===== src/rtl/instr_fetch_stage_if.sv =====
// Fetch stage bus: pipeline control in, ROM address/data, IF/ID and trap outputs out.
// Latency: pure wiring bundle, no storage.
// Backpressure: stall/flush arrive as levels from decode/execute; no handshake.
//
// Signals:
//   stall, flush                    hazard hold / IF/ID invalidate from decode/execute
//   redirect_valid/target/is_jr     branch or jump redirect request
//   irq, exc                        level interrupt request, undefined-instruction exception
//   rom_addr / rom_data             word address to ROM, combinational instruction back
//   pc                              current program counter
//   if_id_instr/pc_plus4/valid      IF/ID pipeline register contents
//   trap_epc, trap_taken            trap return address and one-cycle accept pulse
// Modports: master = pipeline/ROM side driving requests, slave = the fetch stage.
interface instr_fetch_stage_if;
  logic        stall;
  logic        flush;
  logic        redirect_valid;
  logic [31:0] redirect_target;
  logic        redirect_is_jr;
  logic        irq;
  logic        exc;
  logic [31:0] rom_addr;
  logic [31:0] rom_data;
  logic [31:0] pc;
  logic [31:0] if_id_instr;
  logic [31:0] if_id_pc_plus4;
  logic        if_id_valid;
  logic [31:0] trap_epc;
  logic        trap_taken;

  modport slave (
    input  stall, flush, redirect_valid, redirect_target, redirect_is_jr,
    input  irq, exc, rom_data,
    output rom_addr, pc, if_id_instr, if_id_pc_plus4, if_id_valid,
    output trap_epc, trap_taken
  );

  modport master (
    output stall, flush, redirect_valid, redirect_target, redirect_is_jr,
    output irq, exc, rom_data,
    input  rom_addr, pc, if_id_instr, if_id_pc_plus4, if_id_valid,
    input  trap_epc, trap_taken
  );
endinterface


===== src/rtl/instr_fetch_stage.sv =====
// Instruction fetch: owns the PC, addresses the ROM, captures the instruction into IF/ID.
// Latency: rom_data for pc lands in if_id_instr one edge later; one fetch per cycle.
// Backpressure: stall holds PC and IF/ID; traps override stall and flush.
//
// Ports:
//   clk    rising-edge clock
//   reset  asynchronous active-low reset
//   bus    instr_fetch_stage_if.slave (control in, ROM address/data, IF/ID and trap out)
// PC[31] is the kernel-mode bit; interrupts are masked while it is set.
module instr_fetch_stage #(
  parameter logic [31:0] RESET_PC   = 32'h8000_0000,
  parameter logic [31:0] IRQ_VECTOR = 32'h8000_0004,
  parameter logic [31:0] EXC_VECTOR = 32'h8000_0008
) (
  input  logic                 clk,
  input  logic                 reset,
  instr_fetch_stage_if.slave   bus
);

  logic [31:0] r_pc;
  logic [31:0] r_if_id_instr;
  logic [31:0] r_if_id_pc_plus4;
  logic        r_if_id_valid;
  logic [31:0] r_trap_epc;
  logic        r_trap_taken;

  logic [31:0] w_pc_plus4;
  logic [31:0] w_redirect_pc;
  logic        w_irq_take;
  logic        w_trap;

  always_comb begin
    // The mode bit never takes a carry: the address space wraps within bits 30:0.
    w_pc_plus4    = {r_pc[31], r_pc[30:0] + 31'd4};
    // Only jr/jalr may change privilege; other redirects keep the current mode.
    w_redirect_pc = bus.redirect_is_jr ? bus.redirect_target
                                       : {r_pc[31], bus.redirect_target[30:0]};
    w_irq_take    = bus.irq & ~r_pc[31];
    w_trap        = bus.exc | w_irq_take;
  end

  always_ff @(posedge clk or negedge reset) begin
    if (!reset) begin
      r_pc             <= RESET_PC;
      r_if_id_instr    <= 32'd0;
      r_if_id_pc_plus4 <= 32'd0;
      r_if_id_valid    <= 1'b0;
      r_trap_epc       <= 32'd0;
      r_trap_taken     <= 1'b0;
    end else begin
      r_trap_taken <= w_trap;
      if (bus.exc) begin
        // Faulting instruction sits in IF/ID; return past it.
        r_pc          <= EXC_VECTOR;
        r_trap_epc    <= r_if_id_pc_plus4;
        r_if_id_valid <= 1'b0;
      end else if (w_irq_take) begin
        // The instruction at pc was never fetched, so it is re-executed on return.
        r_pc          <= IRQ_VECTOR;
        r_trap_epc    <= r_pc;
        r_if_id_valid <= 1'b0;
      end else begin
        if (bus.redirect_valid) begin
          r_pc <= w_redirect_pc;
        end else if (!bus.stall) begin
          r_pc <= w_pc_plus4;
        end

        if (bus.flush) begin
          r_if_id_valid <= 1'b0;
          if (!bus.stall) begin
            r_if_id_instr <= 32'd0;
          end
        end else if (!bus.stall) begin
          // Redirect still captures the current word (delay slot); decode squashes via flush.
          r_if_id_instr    <= bus.rom_data;
          r_if_id_pc_plus4 <= w_pc_plus4;
          r_if_id_valid    <= 1'b1;
        end
      end
    end
  end

  assign bus.rom_addr       = r_pc;
  assign bus.pc             = r_pc;
  assign bus.if_id_instr    = r_if_id_instr;
  assign bus.if_id_pc_plus4 = r_if_id_pc_plus4;
  assign bus.if_id_valid    = r_if_id_valid;
  assign bus.trap_epc       = r_trap_epc;
  assign bus.trap_taken     = r_trap_taken;

endmodule


===== src/flat_wrapper.sv =====
// flat-port wrapper written by rule: the top's interface ports become plain ports
module instr_fetch_stage_flat 
#(
  parameter logic [31:0] RESET_PC   = 32'h8000_0000,
  parameter logic [31:0] IRQ_VECTOR = 32'h8000_0004,
  parameter logic [31:0] EXC_VECTOR = 32'h8000_0008
)
  (clk, reset, bus_stall, bus_flush, bus_redirect_valid, bus_redirect_target, bus_redirect_is_jr, bus_irq, bus_exc, bus_rom_data, bus_rom_addr, bus_pc, bus_if_id_instr, bus_if_id_pc_plus4, bus_if_id_valid, bus_trap_epc, bus_trap_taken);
  instr_fetch_stage_if bus_i ();
  input  logic clk;
  input  logic reset;
  input wire logic [$bits(bus_i.stall)-1:0] bus_stall;
  input wire logic [$bits(bus_i.flush)-1:0] bus_flush;
  input wire logic [$bits(bus_i.redirect_valid)-1:0] bus_redirect_valid;
  input wire logic [$bits(bus_i.redirect_target)-1:0] bus_redirect_target;
  input wire logic [$bits(bus_i.redirect_is_jr)-1:0] bus_redirect_is_jr;
  input wire logic [$bits(bus_i.irq)-1:0] bus_irq;
  input wire logic [$bits(bus_i.exc)-1:0] bus_exc;
  input wire logic [$bits(bus_i.rom_data)-1:0] bus_rom_data;
  output wire logic [$bits(bus_i.rom_addr)-1:0] bus_rom_addr;
  output wire logic [$bits(bus_i.pc)-1:0] bus_pc;
  output wire logic [$bits(bus_i.if_id_instr)-1:0] bus_if_id_instr;
  output wire logic [$bits(bus_i.if_id_pc_plus4)-1:0] bus_if_id_pc_plus4;
  output wire logic [$bits(bus_i.if_id_valid)-1:0] bus_if_id_valid;
  output wire logic [$bits(bus_i.trap_epc)-1:0] bus_trap_epc;
  output wire logic [$bits(bus_i.trap_taken)-1:0] bus_trap_taken;
  assign bus_i.stall = bus_stall;
  assign bus_i.flush = bus_flush;
  assign bus_i.redirect_valid = bus_redirect_valid;
  assign bus_i.redirect_target = bus_redirect_target;
  assign bus_i.redirect_is_jr = bus_redirect_is_jr;
  assign bus_i.irq = bus_irq;
  assign bus_i.exc = bus_exc;
  assign bus_i.rom_data = bus_rom_data;
  assign bus_rom_addr = bus_i.rom_addr;
  assign bus_pc = bus_i.pc;
  assign bus_if_id_instr = bus_i.if_id_instr;
  assign bus_if_id_pc_plus4 = bus_i.if_id_pc_plus4;
  assign bus_if_id_valid = bus_i.if_id_valid;
  assign bus_trap_epc = bus_i.trap_epc;
  assign bus_trap_taken = bus_i.trap_taken;
  instr_fetch_stage #(.RESET_PC(RESET_PC), .IRQ_VECTOR(IRQ_VECTOR), .EXC_VECTOR(EXC_VECTOR)) u_core (.clk(clk), .reset(reset), .bus(bus_i));
endmodule

===== config.mk =====
export PLATFORM = sky130hd
export DESIGN_NAME = instr_fetch_stage_flat
export DESIGN_NICKNAME = d
export VERILOG_FILES = /design/src/rtl/instr_fetch_stage_if.sv /design/src/rtl/instr_fetch_stage.sv /design/src/flat_wrapper.sv
export SDC_FILE = /design/constraint.sdc
export NUM_CORES = 1
export LEC_CHECK = 0
export ABC_AREA = 1
export BUFFER_PORTS_ARGS = -buffer_cell sky130_fd_sc_hd__clkbuf_2
export CAP_MARGIN = 20
export CORE_MARGIN = 2
export CORE_UTILIZATION = 54
export DETAILED_ROUTE_END_ITERATION = 10
export PLACE_DENSITY_LB_ADDON = 0.25
export SYNTH_ARGS = -nofsm -noshare
export SYNTH_HDL_FRONTEND = slang
export SYNTH_SLANG_ARGS = --single-unit

===== constraint.sdc =====
create_clock -name clk -period 4.1 [get_ports clk]
set_input_delay 0.41 -clock clk [delete_from_list [all_inputs] [get_ports clk]]
set_output_delay 0.41 -clock clk [all_outputs]
set_load 0.005 [all_outputs]

# --- Word-level counts from Yosys, hierarchy flattened ---
# Cells that the tools add are included.
# W data, S select, Z words.
op_classes:
  n_addsub: 1
  eq_ne: 2
  muxes: 14
  n_bitwise: 7
  n_reduce_logical: 6
ops:
  columns: ["cell", "count"]
  rows:
  - ["$mux W32", 9]
  - ["$add A31 B3 Y31 const B", 1]
  - ["$mux W31", 1]
  - ["$ne A4 B1 Y1 const B", 2]
  - ["$reduce_bool A3 Y1", 2]
  - ["$not A1 Y1", 5]
  - ["$mux W1", 4]
  - ["$reduce_and A4 Y1", 1]
  - ["$reduce_and A3 Y1", 1]
  - ["$reduce_and A2 Y1", 1]
  - ["$reduce_bool A2 Y1", 1]
  - ["$and A1 B1 Y1", 1]
  - ["$or A1 B1 Y1", 1]
word_totals:
  register_bits: 130
  inputBits: 72

# --- Logic depth before layout (Yosys ltp) ---
# Gate-level depths: netlist (run 1).
logic_depth:
  word_depth: 5
  ltp_mapped: 10

# --- Worst setup path before layout (run 1) ---
# No wires, ideal clock.
synth_timing:
  kind: "reg-to-reg"
  from: "register u_core.r_pc[2], in the netlist u_core.bus.pc[2]"
  to: "register u_core.r_pc[22], in the netlist u_core.bus.pc[22]"
  arrival_time_ns: 1.449
  required_time_ns: 3.984
  slack_ns: 2.535
  path_stages_with_launch: 11
  cell_sequence: "dfrtp_1 ha_1 nand2_1 nor2_2 nand2_2 nor2_2 nand2_1 nand2_1 nand3_1 nand2_1 nand2_1"
synth_between:
  elab_chain_cells: 5
synth_rtl:
  columns: ["element", "line", "source"]
  rows:
  - ["from (decl)", "instr_fetch_stage.sv:20", "logic [31:0] r_pc;"]
  - ["from (signal assigned)", "instr_fetch_stage.sv:64", "r_pc <= w_redirect_pc;"]
  - ["from (signal assigned)", "instr_fetch_stage.sv:66", "r_pc <= w_pc_plus4;"]
  - ["$add A31 B3 Y31", "instr_fetch_stage.sv:34", "w_pc_plus4 = {r_pc[31], r_pc[30:0] + 31'd4};"]
  - ["$mux W31", "instr_fetch_stage.sv:65", "end else if (!bus.stall) begin"]
  - ["$mux W32", "instr_fetch_stage.sv:63", "if (bus.redirect_valid) begin"]
  - ["$mux W32", "instr_fetch_stage.sv:57", "end else if (w_irq_take) begin"]
  - ["$mux W32", "instr_fetch_stage.sv:52", "if (bus.exc) begin"]
# No other way between the ends. The select of a mux whose other input is x is not followed.
# A chain may end at the register's enable or synchronous reset.

# --- Worst setup path after layout (run 1) ---
layout_timing:
  from: "input bus_exc"
  to: "register u_core.r_pc[3], in the netlist u_core.bus.pc[3]"
layout_between:
  elab_chain_cells: 1
  elab_cells_between_ends: 2
layout_rtl:
  columns: ["element", "line", "source"]
  rows:
  - ["from (decl)", "flat_wrapper.sv:18", "input wire logic [$bits(bus_i.exc)-1:0] bus_exc;"]
  - ["$ne A4 B1 Y1 (no source line) / $mux W32 (equally long branches)", null, null]
# Parallel ways exist; a longest one is shown, timed or not.

==> results of run 1 <==
-- state kept, by name, indices dropped and copies added (netlist names) --
name	cells
u_core.bus.if_id_instr	32
u_core.bus.if_id_pc_plus4	32
u_core.bus.pc	32
u_core.bus.trap_epc	32
u_core.bus.if_id_valid	1
u_core.bus.trap_taken	1
-- stage by stage --
step / hold WS, ns / power [uW] / area, sq um
5_1_grt: 0.179 / 3820 / 8110
3_3_place_gp: 0.467 / 2150 / 7520
6_report: 0.0998 / 3640 / 8110
3_5_place_dp: 0.495 / 2170 / 7520
2_1_floorplan: 0.114 / 1880 / 6590
4_1_cts: 0.163 / 3650 / 8110
-- worst register-to-register path, stage by stage (launching register included) --
cell     delay [ns]
dfstp_2        0.56
inv_1          0.08
nand2_2        0.17
nand2_4        0.22
inv_2          0.18
nand2_2        0.10
nor2_4         0.44
inv_2          0.26
nor2_1         0.14
a31oi_1        0.05
-- per-layer routing --
layer	track usage [%]	up-vias	part of all wire [%]
met2	47.0	245	48
li1	-	3104	-
met5	0	-	0
met4	10.8	0	2.1
met3	4.29	33	6.1
met1	40.0	2917	44
-- cells in the final DEF (no fill, tap or decap), types with 7 or more instances in the layout --
cell,instances
o21ai_1,16
a31oi_1,31
o21ai_0,56
nor2_1,116
clkbuf_2,232
xor2_1,7
dfrtp_1,129
inv_1,41
nand2_1,327
clkbuf_16,17
nand3_1,34
-- final cells by class --
cell class,instances,share of cell area [%]
clock buffer,17,5.25
clock inverter,15,1.93
inverter,46,2.19
multi-input combinational,619,33.4
sequential,130,40.1
tap,147,2.27
timing repair buffer,237,14.8
-- cell usage after synthesis (all sizes together), types with 2 or more instances --
cell / count / area (sq um)
nand2: 331 / 1260
clkbuf: 16 / 60.1
nand4: 3 / 18.8
o21a: 5 / 37.5
nand3: 34 / 170
dfrtp: 129 / 3230
nor3: 2 / 21.3
a31oi: 31 / 194
buf: 58 / 388
o22ai: 5 / 31.3
inv: 46 / 178
o211ai: 2 / 15.0
o21ai: 73 / 377
xor2: 7 / 61.3
nor2: 120 / 470
-- cells by family after synthesis --
kind of cell / count (synthesis) / share of synthesized area [%]
buffers and inverters: 120 / 9.50
adder cells (fa/ha/maj): 1 / 0.190
AO/OA/AOI/OAI: 119 / 10.3
XOR/XNOR: 8 / 1.06
AND/OR/NAND/NOR: 491 / 29.5
flip-flops: 130 / 49.4
-- power by group through the flow --
| stage | sequential [uW] | clock, uW | combinational [uW] |
|---|---|---|---|
| 2_1_floorplan | 1580 | 0 | 297 |
| 3_3_place_gp | 1590 | 0 | 560 |
| 3_5_place_dp | 1600 | 0 | 571 |
| 4_1_cts | 1580 | 1500 | 575 |
| 5_1_grt | 1600 | 1580 | 643 |
| 6_report | 1580 | 1500 | 568 |
-- final timing paths --
check | end | from | slack [ns]
worst max-delay path | u_core.bus.pc[3] | bus_exc | 1.63
worst min-delay path | u_core.bus.trap_epc[20] | reset | 0.1
worst max register to register | u_core.bus.pc[3] | u_core.bus.pc[31] | 1.77
worst min register to register | u_core.bus.if_id_instr[28] | u_core.bus.if_id_instr[28] | 0.51
max in group asynchronous | u_core.bus.pc[31] | reset | 3.03
min in group clk | u_core.bus.if_id_instr[5] | bus_rom_data[5] | 0.17
==> results.yml, run 1 <==
route:
  drc_errors: 0
  drt_first_iter_violations: 680
  drt_pass1_iterations: 6
  via_count: 6299
  ant_nets: 0
  viasPerCell: 5.20
  routed_wl_um: 18300
  wl_per_cell_um: 15.1
critical_path:
  critical_path_depth: 9
  slowest_delay_ns: 0.46
  crit_top_cell: "inv_2"
  crit_arrival_ns: 2.76
  worstPathRequired_ns: 4.39
  worst_r2r_path_depth: 9
  worstPathCellList: "clkbuf_2 > inv_6 > nand2_4 > inv_2 > nand2_2 > nor2_4 > inv_2 > nor2_1 > a31oi_1"
  cp-end-kind: "flip-flop"
  worstSetupPathType: "in2reg"
  start_kind: "input port"
  cpMaxStageDelayCell: "inv_6"
  crit_fanout: 37
  crit_buf_inv: 4
  cpLargestDelayFamily: "buffers and inverters"
synthesis:
  syn_area_sq_mm: 0.00659
  ys_types: 34
  syn_inst: 869
  yosysWarnings: 0
  synth_nets: 942
  synth_edf_count: 0
  synthArstFlopShare_pct: 100
  ys_seq_area_share_pct: 49.4
  synthFlopType: "dfrtp_1"
  synth_seq_cells: 130
  syn_area_per_cell_sq_um: 7.58
power_and_ir_drop:
  sequentialPowerShare_pct: 43.3
  peakVddDrop_uv: 230
  p_comb_share_pct: 15.6
  p_sw_uw: 1060
  p_int_uw: 2580
  powerDensity_mw_per_mm2: 449
  clkPwrFrac_pct: 41.1
  swShare_pct: 29.0
  cellLeakagePower_uw: 0.00427
placed_design:
  gp_congestion: 0.930
  dpl.hpwl_um: 12500
  io_buffers: 233
  pre_cts_ws_ns: 1.24
  placedCellCount: 1179
cells_and_area:
  multi_input_area_sq_mm: 0.00271
  nets: 1124
  final_util_pct: 67.8
  drive_above_1_share_pct: 26.9
  regArea_sq_mm: 0.00325
  instances_no_fill: 1211
  antenna_cells: 0
  fillers: 1039
  area_growth_pct: 23.1
timing:
  slew-limit-headroom_pct: 34.7
  rsz0062_at_grt: "false"
  fin_crit_sh_pct: 60.3
  report.final.slew_viol_count: 0
  final.setup.tns_ns: 0
  period_minus_slack_ns: 2.47
  setup_viol: 0
  tightest_slew_ns: 0.979
  max_freq_mhz: 404
  worst_slack_ns: 1.63
  skew_ns: 0.00990
  hold_viol_final: 0
die:
  die_w_um: 114
  die_h_um: 114
  dieArea_sq_mm: 0.0131
  start_util_pct: 55.1
  ios: 234
  core_sq_mm: 0.0120
  fp-row-count: 40
global_route:
  grt_pass1_wl_um: 29500
  grt_overflow: 0
  grt_pass1_vias: 5773
  grt_max_degree: 108
  antenna_found_initial: 0
  track_usage_pct: 29.1
clock_network:
  cts-resized-gates: 0
  cts_tree: "built"
  path_clk_slew_ns: 0.06
  htreeDepth: 4
  cts_buffer_depth: 2
  cts.sinks: 130
  post_cts_buffers: 0
  insertion_delay_ns: 0.42
  numCtsBuffers: 17
  cts_root_buf: "clkbuf_16"
  cts_hold_buf: 0
run:
  drv_cap: 0
hold_path:
  min_path_type: "in2async"
outcome:
  status: "complete, no violations"
(Power assumes the default switching activity.)
==> run 2, diff against run 1 <==
--- a/config.mk
+++ b/config.mk
@@ -9,7 +9,7 @@
 export BUFFER_PORTS_ARGS = -buffer_cell sky130_fd_sc_hd__clkbuf_2
 export CAP_MARGIN = 20
 export CORE_MARGIN = 2
-export CORE_UTILIZATION = 54
+export CORE_UTILIZATION = 45
 export DETAILED_ROUTE_END_ITERATION = 10
 export PLACE_DENSITY_LB_ADDON = 0.25
 export SYNTH_ARGS = -nofsm -noshare
==> constraint.sdc (replaced) <==
create_clock -name clk -period 2.1 [get_ports clk]
set_input_delay 0.21 -clock clk [delete_from_list [all_inputs] [get_ports clk]]
set_output_delay 0.21 -clock clk [all_outputs]
set_load 0.005 [all_outputs]
==> results.yml, run 2 (same netlist as run 1, synthesis figures left out) <==
outcome:
  status: "complete, no violations"
timing:
  report.final.slew_viol_count: 0
  slew-limit-headroom_pct: 56.8
  tightest_slew_ns: 0.647
  period_minus_slack_ns: 1.85
  max_freq_mhz: 540
  skew_ns: 0.00817
  worst_slack_ns: 0.249
  setup_viol: 0
  final.setup.tns_ns: 0
  fin_crit_sh_pct: 88.1
  hold_viol_final: 0
  rsz0062_at_grt: "false"
cells_and_area:
  nets: 1166
  mostFrequentLayoutCells: "nand2_1, clkbuf_2, dfrtp_1, nor2_1, o21ai_0"
  drive_above_1_share_pct: 26.7
  layout.cells.most_common: "nand2_1"
  multi_input_area_sq_mm: 0.00271
  area_growth_pct: 31.0
  final_util_pct: 59.8
  antenna_cells: 0
  regArea_sq_mm: 0.00325
  fin_area_sq_mm: 0.00863
  fillers: 1312
power_and_ir_drop:
  power_uw: 7440
  p_sw_uw: 2020
  peakVddDrop_uv: 584
  powerDensity_mw_per_mm2: 863
  sequentialPowerShare_pct: 41.4
  p_int_uw: 5420
  swShare_pct: 27.1
  cellLeakagePower_uw: 0.00450
  p_comb_share_pct: 16.2
  clkPwrFrac_pct: 42.4
critical_path:
  crit_fanout: 7
  cp-end-kind: "flip-flop"
  worstSetupPathType: "reg2reg"
  crit_top_cell: "nand2_1"
  worstPathCellList: "ha_1 > nand2_1 > nor2_2 > nand2_2 > nor2_2 > nand2_1 > nand2_1 > nand3_1 > nand2_1 > nand2_1"
  worstPathRequired_ns: 2.41
  r2r_slack_ns: 0.25
  crit-reg2reg-launch: "u_core.bus.pc[3]"
  slowest_delay_ns: 0.48
  cpMaxStageDelayCell: "dfrtp_1"
  timing.rr.end: "u_core.bus.pc[26]"
  worst_r2r_path_depth: 10
  start_kind: "flip-flop"
  crit_arrival_ns: 2.16
die:
  start_util_pct: 45.7
  die_h_um: 125
  die_w_um: 125
  fp-row-count: 44
  dieArea_sq_mm: 0.0156
  core_sq_mm: 0.0144
  ios: 234
clock_network:
  cts_root_buf: "clkbuf_16"
  cts.sinks: 130
  post_cts_buffers: 0
  insertion_delay_ns: 0.42
  cts_buffer_depth: 2
  numCtsBuffers: 17
  cts-resized-gates: 0
  cts_tree: "built"
  path_clk_slew_ns: 0.06
  htreeDepth: 4
route:
  drt_pass1_iterations: 5
  wl_per_cell_um: 15.7
  ant_nets: 0
  drc_errors: 0
  drt_first_iter_violations: 467
  via_count: 6568
  routed_wl_um: 20300
  viasPerCell: 5.09
placed_design:
  pre_cts_ws_ns: 0.247
  gp_congestion: 0.955
  io_buffers: 233
  dpl.hpwl_um: 13900
  place_area_sq_mm: 0.00769
global_route:
  grt_max_degree: 76
  track_usage_pct: 26.4
  grt_pass1_wl_um: 32600
  antenna_found_initial: 0
  grt_overflow: 0
  grt_pass1_vias: 6065
hold_path:
  min_path_type: "in2reg"
  min_from: "bus_rom_data[11]"
  hold_depth: 3
  min_to: "u_core.bus.if_id_instr[11]"
run:
  drv_cap: 0
==> run 2: changes by cell type in the layout (fill, tap and decap cells not counted), sizes merged <==
cell / change
buf: +11
clkinvlp: -3
inv: -4
clkbuf: +5
bufinv: +2
dlygate4sd3: +31
==> run 2: worst max-delay path by stage <==
stage | to | start | slack [ns]
finish | u_core.bus.pc[26] | u_core.bus.pc[3] | 0.25
global route | u_core.bus.pc[26] | u_core.bus.pc[3] | 0.008
CTS | u_core.bus.if_id_pc_plus4[24] | u_core.bus.pc[3] | 0.24
detailed placement | u_core.bus.pc[26] | u_core.bus.pc[3] | 0.25
global placement | u_core.bus.pc[26] | u_core.bus.pc[3] | 0.32
floorplan | u_core.bus.pc[22] | u_core.bus.pc[2] | 0.54
==> run 2: what timing repair did <==
item,in CTS,in global routing
hold buffers,31,0
endpoints found under the setup margin,0,0
hold endpoints to repair,80,0
==> run 2: critical path: cells and delay by family (launching register included) <==
kind                       cells  cell delay, ns
adders and majority gates      1            0.24
DFF                            1            0.48
and+or+nand+nor                9            1.03
==> run 2: cell type report <==
cell class                      count  area share, %
Timing Repair Buffer              279           18.9
Inverter                           46           2.06
Clock buffer                       22           5.49
Clock inverter                     10           1.80
Multi-Input combinational cell    619           31.4
Sequential cell                   130           37.7
Tap cell                          184           2.67
==> run 2: metal layers <==
metal,GRT usage (%),wire (um),vias up
li1,-,-,3185
met1,35.6,8970,3097
met2,41.4,9520,248
met3,5.91,1280,38
met4,10.9,537,0
met5,0,0,-
==> run 2: per-stage QoR <==
| step | std cells | hold slack [ns] |
|---|---|---|
| after global placement | 1227 | 0.203 |
| after CTS | 1290 | 0.000721 |
| final | 1290 | 0.0145 |
| after global routing | 1290 | 0.0153 |
| after detailed placement | 1227 | 0.206 |
| after floorplan | 869 | -0.0856 |
==> run 2: power by group through the flow <==
stage | Combinational (uW) | Clock, uW | Sequential, uW
finish | 1210 | 3160 | 3080
detailed placement | 1160 | 0 | 3120
floorplan | 581 | 0 | 3090
global placement | 1150 | 0 | 3110
CTS | 1210 | 3200 | 3080
global route | 1340 | 3320 | 3130
